[src/rtl/key_word_packer_pkg.sv]
// Shared types and constants for the final-key word packer.
// The key word width is fixed here; the other dimensions are module parameters.
package key_word_packer_pkg;

    localparam int unsigned OUT_W          = 32;
    localparam int unsigned DEF_GAMMA      = 13;
    localparam int unsigned DEF_KEEP_W     = 5;
    localparam int unsigned DEF_N_ELEM     = 256;
    localparam int unsigned DEF_FIFO_DEPTH = 8;

    localparam int unsigned FILL_W          = $clog2(OUT_W);
    localparam int unsigned WORDS_PER_BLOCK = (DEF_N_ELEM * DEF_KEEP_W + OUT_W - 1) / OUT_W;

    typedef struct packed {
        logic             last;
        logic [OUT_W-1:0] word;
    } key_word_t;

    typedef enum logic [0:0] {
        PACK  = 1'b0,
        FLUSH = 1'b1
    } pack_state_t;

endpackage

[src/rtl/key_word_packer_if.sv]
// Element input and key-word output bundle of the packer.
// slave is the packer side; master is the upstream/downstream side.
interface key_word_packer_if #(
    parameter int unsigned GAMMA   = key_word_packer_pkg::DEF_GAMMA,
    parameter int unsigned LEVEL_W = $clog2(key_word_packer_pkg::DEF_FIFO_DEPTH + 1)
);
    import key_word_packer_pkg::*;

    logic               valid_in;
    logic [GAMMA-1:0]   data_z_in;
    logic [OUT_W-1:0]   key_data;
    logic               key_valid;
    logic               key_ready;
    logic               key_last;
    logic [LEVEL_W-1:0] fifo_level;
    logic               overflow;
    logic               clear_overflow;
    logic               block_done;

    modport master (
        output valid_in, data_z_in, key_ready, clear_overflow,
        input  key_data, key_valid, key_last, fifo_level, overflow, block_done
    );

    modport slave (
        input  valid_in, data_z_in, key_ready, clear_overflow,
        output key_data, key_valid, key_last, fifo_level, overflow, block_done
    );

endinterface

[src/rtl/key_word_fifo.sv]
// First-word-fall-through FIFO of {last, word} entries built as a shift register,
// so the head is always slot 0 and slots at or above the level stay zero.
module key_word_fifo
    import key_word_packer_pkg::*;
#(
    parameter int unsigned DEPTH   = DEF_FIFO_DEPTH,
    parameter int unsigned LEVEL_W = $clog2(DEPTH + 1)
) (
    input  logic               clk,
    input  logic               rst,
    input  logic               wr_en,
    input  key_word_t          wr_data,
    input  logic               rd_req,
    output key_word_t          head,
    output logic               head_valid,
    output logic [LEVEL_W-1:0] level,
    output logic               drop_c
);

    key_word_t          slot_q [DEPTH];
    key_word_t          slot_n [DEPTH];
    logic [LEVEL_W-1:0] level_q;
    logic [LEVEL_W-1:0] level_n;
    logic [LEVEL_W-1:0] wr_pos;
    logic               valid_q;
    logic               do_rd;
    logic               do_wr;

    // A full FIFO still accepts a write when the head leaves in the same cycle.
    always_comb begin
        do_rd   = rd_req && (level_q != '0);
        do_wr   = wr_en && ((level_q != LEVEL_W'(DEPTH)) || do_rd);
        drop_c  = wr_en && !do_wr;
        wr_pos  = level_q - LEVEL_W'(do_rd);
        level_n = level_q + LEVEL_W'(do_wr) - LEVEL_W'(do_rd);

        for (int i = 0; i < DEPTH; i++) begin
            slot_n[i] = slot_q[i];
        end
        if (do_rd) begin
            for (int i = 0; i < DEPTH - 1; i++) begin
                slot_n[i] = slot_q[i+1];
            end
            slot_n[DEPTH-1] = '0;
        end
        for (int i = 0; i < DEPTH; i++) begin
            if (do_wr && (wr_pos == LEVEL_W'(i))) begin
                slot_n[i] = wr_data;
            end
        end
    end

    always_ff @(posedge clk) begin
        if (rst) begin
            for (int i = 0; i < DEPTH; i++) begin
                slot_q[i] <= '0;
            end
            level_q <= '0;
            valid_q <= 1'b0;
        end else begin
            for (int i = 0; i < DEPTH; i++) begin
                slot_q[i] <= slot_n[i];
            end
            level_q <= level_n;
            valid_q <= (level_n != '0);
        end
    end

    assign head       = slot_q[0];
    assign head_valid = valid_q;
    assign level      = level_q;

endmodule

[src/rtl/key_word_packer.sv]
// Packs the KEEP_W low bits of each compressed element LSB-first into key words,
// marking the final word of every N_ELEM-element block and buffering words in a FIFO.
module key_word_packer
    import key_word_packer_pkg::*;
#(
    parameter int unsigned GAMMA      = DEF_GAMMA,
    parameter int unsigned KEEP_W     = DEF_KEEP_W,
    parameter int unsigned N_ELEM     = DEF_N_ELEM,
    parameter int unsigned FIFO_DEPTH = DEF_FIFO_DEPTH
) (
    input  logic             clk,
    input  logic             rst,
    key_word_packer_if.slave bus
);

    localparam int unsigned ACC_W   = OUT_W + KEEP_W;
    localparam int unsigned SUM_W   = $clog2(2 * OUT_W);
    localparam int unsigned CNT_W   = (N_ELEM > 1) ? $clog2(N_ELEM) : 1;
    localparam int unsigned LEVEL_W = $clog2(FIFO_DEPTH + 1);

    pack_state_t        state_q;
    pack_state_t        state_n;
    logic [OUT_W-1:0]   acc_q;
    logic [OUT_W-1:0]   acc_n;
    logic [FILL_W-1:0]  fill_q;
    logic [FILL_W-1:0]  fill_n;
    logic [CNT_W-1:0]   cnt_q;
    logic [CNT_W-1:0]   cnt_n;
    logic [OUT_W-1:0]   pend_q;
    logic [OUT_W-1:0]   pend_n;
    logic               overflow_q;
    logic               block_done_q;

    logic [GAMMA-1:0]   data_z;
    logic [KEEP_W-1:0]  elem;
    logic [SUM_W-1:0]   sum;
    logic [ACC_W-1:0]   wide;
    logic [OUT_W-1:0]   remainder;
    logic [CNT_W-1:0]   cnt_inc;
    logic               is_last;
    logic               word_done;

    logic               wr_en_c;
    key_word_t          wr_data_c;
    logic               done_c;
    logic               drop_c;
    key_word_t          head;
    logic               head_valid;
    logic [LEVEL_W-1:0] level;

    assign data_z = bus.data_z_in;
    assign elem   = data_z[KEEP_W-1:0];

    // Next-state and packing datapath; at most one FIFO write is issued per cycle.
    always_comb begin
        state_n   = state_q;
        acc_n     = acc_q;
        fill_n    = fill_q;
        cnt_n     = cnt_q;
        pend_n    = pend_q;
        wr_en_c   = 1'b0;
        wr_data_c = '0;
        done_c    = 1'b0;

        sum       = SUM_W'(fill_q) + SUM_W'(KEEP_W);
        wide      = ACC_W'(acc_q) | (ACC_W'(elem) << fill_q);
        remainder = OUT_W'(wide[ACC_W-1:OUT_W]);
        word_done = (sum >= SUM_W'(OUT_W));
        is_last   = (cnt_q == CNT_W'(N_ELEM - 1));
        cnt_inc   = is_last ? '0 : cnt_q + CNT_W'(1);

        case (state_q)
            PACK: begin
                if (bus.valid_in) begin
                    cnt_n = cnt_inc;
                    if (word_done) begin
                        wr_en_c        = 1'b1;
                        wr_data_c.word = wide[OUT_W-1:0];
                        acc_n          = remainder;
                        fill_n         = FILL_W'(sum - SUM_W'(OUT_W));
                    end else begin
                        acc_n  = wide[OUT_W-1:0];
                        fill_n = FILL_W'(sum);
                    end
                    // Block end: close the word now, or defer the spill-over to FLUSH.
                    if (is_last) begin
                        acc_n  = '0;
                        fill_n = '0;
                        if (!word_done || (sum == SUM_W'(OUT_W))) begin
                            wr_en_c        = 1'b1;
                            wr_data_c.word = wide[OUT_W-1:0];
                            wr_data_c.last = 1'b1;
                            done_c         = 1'b1;
                        end else begin
                            pend_n  = remainder;
                            state_n = FLUSH;
                        end
                    end
                end
            end
            FLUSH: begin
                wr_en_c        = 1'b1;
                wr_data_c.word = pend_q;
                wr_data_c.last = 1'b1;
                done_c         = 1'b1;
                state_n        = PACK;
                // Accumulator is already clear, so a new element 0 cannot complete a word.
                if (bus.valid_in) begin
                    acc_n  = wide[OUT_W-1:0];
                    fill_n = FILL_W'(sum);
                    cnt_n  = cnt_inc;
                end
            end
            default: state_n = PACK;
        endcase
    end

    always_ff @(posedge clk) begin
        if (rst) begin
            state_q      <= PACK;
            acc_q        <= '0;
            fill_q       <= '0;
            cnt_q        <= '0;
            pend_q       <= '0;
            overflow_q   <= 1'b0;
            block_done_q <= 1'b0;
        end else begin
            state_q      <= state_n;
            acc_q        <= acc_n;
            fill_q       <= fill_n;
            cnt_q        <= cnt_n;
            pend_q       <= pend_n;
            overflow_q   <= drop_c | (overflow_q & ~bus.clear_overflow);
            block_done_q <= done_c;
        end
    end

    key_word_fifo #(
        .DEPTH   (FIFO_DEPTH),
        .LEVEL_W (LEVEL_W)
    ) u_fifo (
        .clk        (clk),
        .rst        (rst),
        .wr_en      (wr_en_c),
        .wr_data    (wr_data_c),
        .rd_req     (bus.key_ready),
        .head       (head),
        .head_valid (head_valid),
        .level      (level),
        .drop_c     (drop_c)
    );

    assign bus.key_data   = head.word;
    assign bus.key_last   = head.last;
    assign bus.key_valid  = head_valid;
    assign bus.fifo_level = level;
    assign bus.overflow   = overflow_q;
    assign bus.block_done = block_done_q;

endmodule

[src/flat_wrapper.sv]
// flat-port wrapper written by rule: the top's interface ports become plain ports
module key_word_packer_flat import key_word_packer_pkg::*;
#(
    parameter int unsigned GAMMA      = DEF_GAMMA,
    parameter int unsigned KEEP_W     = DEF_KEEP_W,
    parameter int unsigned N_ELEM     = DEF_N_ELEM,
    parameter int unsigned FIFO_DEPTH = DEF_FIFO_DEPTH
)
  (clk, rst, bus_valid_in, bus_data_z_in, bus_key_ready, bus_clear_overflow, bus_key_data, bus_key_valid, bus_key_last, bus_fifo_level, bus_overflow, bus_block_done);
  key_word_packer_if #(.GAMMA(GAMMA), .LEVEL_W((4))) bus_i ();
  input  logic clk;
  input  logic rst;
  input wire logic [$bits(bus_i.valid_in)-1:0] bus_valid_in;
  input wire logic [$bits(bus_i.data_z_in)-1:0] bus_data_z_in;
  input wire logic [$bits(bus_i.key_ready)-1:0] bus_key_ready;
  input wire logic [$bits(bus_i.clear_overflow)-1:0] bus_clear_overflow;
  output wire logic [$bits(bus_i.key_data)-1:0] bus_key_data;
  output wire logic [$bits(bus_i.key_valid)-1:0] bus_key_valid;
  output wire logic [$bits(bus_i.key_last)-1:0] bus_key_last;
  output wire logic [$bits(bus_i.fifo_level)-1:0] bus_fifo_level;
  output wire logic [$bits(bus_i.overflow)-1:0] bus_overflow;
  output wire logic [$bits(bus_i.block_done)-1:0] bus_block_done;
  assign bus_i.valid_in = bus_valid_in;
  assign bus_i.data_z_in = bus_data_z_in;
  assign bus_i.key_ready = bus_key_ready;
  assign bus_i.clear_overflow = bus_clear_overflow;
  assign bus_key_data = bus_i.key_data;
  assign bus_key_valid = bus_i.key_valid;
  assign bus_key_last = bus_i.key_last;
  assign bus_fifo_level = bus_i.fifo_level;
  assign bus_overflow = bus_i.overflow;
  assign bus_block_done = bus_i.block_done;
  key_word_packer #(.GAMMA(GAMMA), .KEEP_W(KEEP_W), .N_ELEM(N_ELEM), .FIFO_DEPTH(FIFO_DEPTH)) u_core (.clk(clk), .rst(rst), .bus(bus_i));
endmodule
[config.mk]
export PLATFORM = sky130hd
export DESIGN_NAME = key_word_packer_flat
export DESIGN_NICKNAME = d
export VERILOG_FILES = /design/src/rtl/key_word_packer_pkg.sv /design/src/rtl/key_word_packer_if.sv /design/src/rtl/key_word_fifo.sv /design/src/rtl/key_word_packer.sv /design/src/flat_wrapper.sv
export SDC_FILE = /design/constraint.sdc
export NUM_CORES = 1
export LEC_CHECK = 0
export BUFFER_PORTS_ARGS = -buffer_cell sky130_fd_sc_hd__buf_4
export CORE_ASPECT_RATIO = 0.9
export CORE_MARGIN = 8
export CORE_UTILIZATION = 46
export CTS_CLUSTER_DIAMETER = 200
export CTS_CLUSTER_SIZE = 24
export DETAILED_ROUTE_END_ITERATION = 16
export PLACE_DENSITY = 0.67
export SETUP_SLACK_MARGIN = 0.05
export SKIP_LAST_GASP = 1
export SYNTH_ARGS = -nofsm -noshare
export SYNTH_HDL_FRONTEND = slang
export SYNTH_SLANG_ARGS = --single-unit
[constraint.sdc]
create_clock -name clk -period 4.9 [get_ports clk]
set_input_delay 0.98 -clock clk [delete_from_list [all_inputs] [get_ports clk]]
set_output_delay 0.98 -clock clk [all_outputs]
set_load 0.02 [all_outputs]
==> results.md <==
* Die Width at 207 um
* Clk_lat worst skew at 0.52 ns
* ANT cells at 0
* Hold crit path type: register to register
* Initial antenna violation count at 0
* Arr. time, crit path at 4.20 ns
* Final count of hold timing violations at 0
* CTS max path bufs at 3
* # setup viols final at 0
* Synthesized cell area at 15100 um^2
* Post-synth top cells: dfxtp_1, nand2_1, a21oi_1
* Via count at about 13000
* Layout cell share with drive strength beyond 1 at between 10% and 20%
* Max Slew Vio Count at 0
* First-iteration detailed-routing DRC count at 1287
* CP peak stage delay at around 0.90 ns
* CTS resizes at 0
* Clock-pin slew on the worst setup and hold paths at 0.10 ns
* Dominant cell type by area after synthesis: dfxtp_1
* Post-Syn Instances at 1757
* Initial Utilization at a little under half
* Ranking of synthesized cells by area: dfxtp_1, a21oi_1, nand2_1
* Critical path class: register to register
* Status: finished, final reports clean
* Vias in the first global route at around 12000
* Yosys reg bits at 321
* Overall power at approximately 5.8 mW
* # H-tree levels at 1
* CTS tree: done
* WP depth at 12
* Max FO, Critical Path at 25
* Rows at 63
* Syn Area/Cell at 8.62 um^2
* CP Data Required Time at 5.30 ns
* Buffers on Ports at 49
* Setup slack after layout at 1.10 ns
* CP startpoint kind: register
* Crit. End Element: register
* Net count after synthesis at approximately 1800
* Max VDD drop at between 400 and 500 uV
* Slowest cell on crit path: dfxtp_1
* Async SR Flop Fraction at 0%
* Area Overhead vs Synth at 5.22%
* Fillers at 3065
* Worst slack, placed at 0.846 ns
* Reg2reg path depth at 12
* Tot GR Track Use at around a fifth
* Worst path cell trace: a21oi_2 -> o31ai_4 -> nand2b_1 -> o21ai_0 -> ha_1 -> inv_1 -> ha_1 -> inv_1 -> fa_1 -> xnor2_1 -> nor2_1 -> or4_1
* Clk_skew at 0.0223 ns
* Setup TNS at 0 ns
* Final worst-path cycle share at between 70% and 80%
* Hold depth at 2
* Max frequency at approximately 0.26 GHz
* Congestion Overflow GR at 0
* Actual slew at the worst max-slew pin at 1.30 ns
* WL per Instance at 21.0 um
* Vias per inst at 6.25
* Post-CTS Setup Bufs at 0
* EDFF count, synth at 0
* Slew HR at 12.8%
* First-pass GRT wire length at around 70000 um
* Placer congestion estimate at between 0.9 and 1
* Clock sink count at ~320
* Unrepaired setup endpoints after global routing: no
* Final ANT Viol Nets at 0
* Tmin final at 3.80 ns
* Die Y at 188 um
* DRC at 0
* Final wirelength at 43700 um
* Most common cell in the netlist: dfxtp_1
* Nets at 1691
* Die Area at 39000 um^2
* Ys flop type: dfxtp_1
* CTS Hold Buffers Added at 0
* Syn. warnings at 0
* Synth top area share at 42.5%
* First drt pass iteration count at 7
* DP Wirelength at 25700 um
* PD cells at 367 nW/um^2
* Seq/Total Area, Yosys at a little over two fifths
* Largest net degree at the start of global routing at 183
* Static leakage at 5.26 nW
* CTS buffer count at 17
* Distinct cells, synth at 75
* Max-Cap Viols at 0
* Buf/Inv on CP at 2
* Core Area at roughly 33000 um^2
* Delay-heaviest family, CP: flip-flops
* I/O Pins at 58
* Core Util, Final at 48.7%
* Root buffer cell: clkbuf_16
[registers in the layout, summed over array words and instances (netlist names)]
signal,flops
u_core.u_fifo.slot_q,264
u_core.cnt_q,8
u_core.u_fifo.head_valid,1
u_core.bus.overflow,1
u_core.state_q,1
u_core.bus.block_done,1
u_core.acc_q,32
u_core.pend_q,4
u_core.fill_q,5
u_core.u_fifo.level,4
[placed cells by master (no fill, tap or decap), types with 7 or more instances in the layout]
master / n
a21oi_1: 239
nor2_1: 58
a31o_2: 94
nand2b_1: 8
nor2b_1: 10
buf_4: 77
inv_1: 13
ha_1: 11
nand3_1: 14
mux2i_1: 7
nand2_1: 302
o21ai_0: 17
o21ai_1: 17
a32oi_1: 9
o2bb2ai_1: 28
dfxtp_1: 321
a22oi_1: 20
o211ai_1: 13
clkbuf_16: 17
a211oi_1: 114
nor3_1: 15
mux2_2: 94
a311oi_1: 16
and3_1: 33
[power breakdown]
part | leakage (nW) | switching (mW) | internal (mW)
logic | 2.45 | 1.28 | 0.376
registers | 2.59 | 0.0493 | 2.64
clock network | 0.217 | 0.870 | 0.636
total | 5.26 | 2.20 | 3.65
[final cells by class]
cell class	instances	area, um^2	area share (%)
clock inverters	1	16.3	0.102
clock buffers	17	425	2.67
well taps	422	528	3.32
inverters	15	58.8	0.369
repair buffers	83	693	4.35
multi-input cells	1223	7780	48.8
flip-flops and latches	321	6430	40.3
[per-stage QoR]
step / cell area [um^2] / std cells / hold WS (ns)
2_1_floorplan: 15100 / 1757 / 0.432
3_3_place_gp: 15500 / 2064 / 0.444
3_5_place_dp: 15500 / 2064 / 0.446
4_1_cts: 15900 / 2082 / 0.462
5_1_grt: 15900 / 2082 / 0.485
6_report: 15900 / 2082 / 0.461
[metal layers]
metal / GRT usage [%] / vias up / wire (um)
li1: - / 6163 / -
met5: 0 / - / 0
met4: 5.36 / 0 / 877
met1: 30.5 / 6369 / 20600
met2: 34.0 / 426 / 19600
met3: 2.30 / 48 / 2570
[cells by family (layout without fill, tap and decap cells)]
| family | Yosys count | after routing | share of synthesized area (%) |
|---|---|---|---|
| AOI/OAI and AO/OA | 622 | 622 | 28.1 |
| and+or+nand+nor | 477 | 477 | 13.7 |
| DFF | 321 | 321 | 42.5 |
| buffers and inverters | 213 | 116 | 6.46 |
| muxes | 103 | 103 | 7.75 |
| adders and majority gates | 12 | 12 | 1.04 |
| xor gates and xnor gates | 9 | 9 | 0.521 |
[path summary, 6_finish.rpt]
| check | start | to | slack [ns] |
|---|---|---|---|
| worst max-delay path | u_core.fill_q[0] | u_core.u_fifo.head_valid | 1.10 |
| worst min-delay path | u_core.acc_q[18] | u_core.acc_q[18] | 0.46 |
| worst max register to register | u_core.fill_q[0] | u_core.u_fifo.head_valid | 1.10 |
| worst min register to register | u_core.acc_q[18] | u_core.acc_q[18] | 0.46 |
[worst reg2reg max path, cell delays in order (launching register included)]
cell,delay [ns]
dfxtp_1,0.90
a21oi_2,0.23
o31ai_4,0.47
nand2b_1,0.21
o21ai_0,0.12
ha_1,0.31
inv_1,0.06
ha_1,0.16
inv_1,0.06
fa_1,0.40
xnor2_1,0.16
nor2_1,0.07
or4_1,0.54
(Power assumes the default switching activity.)
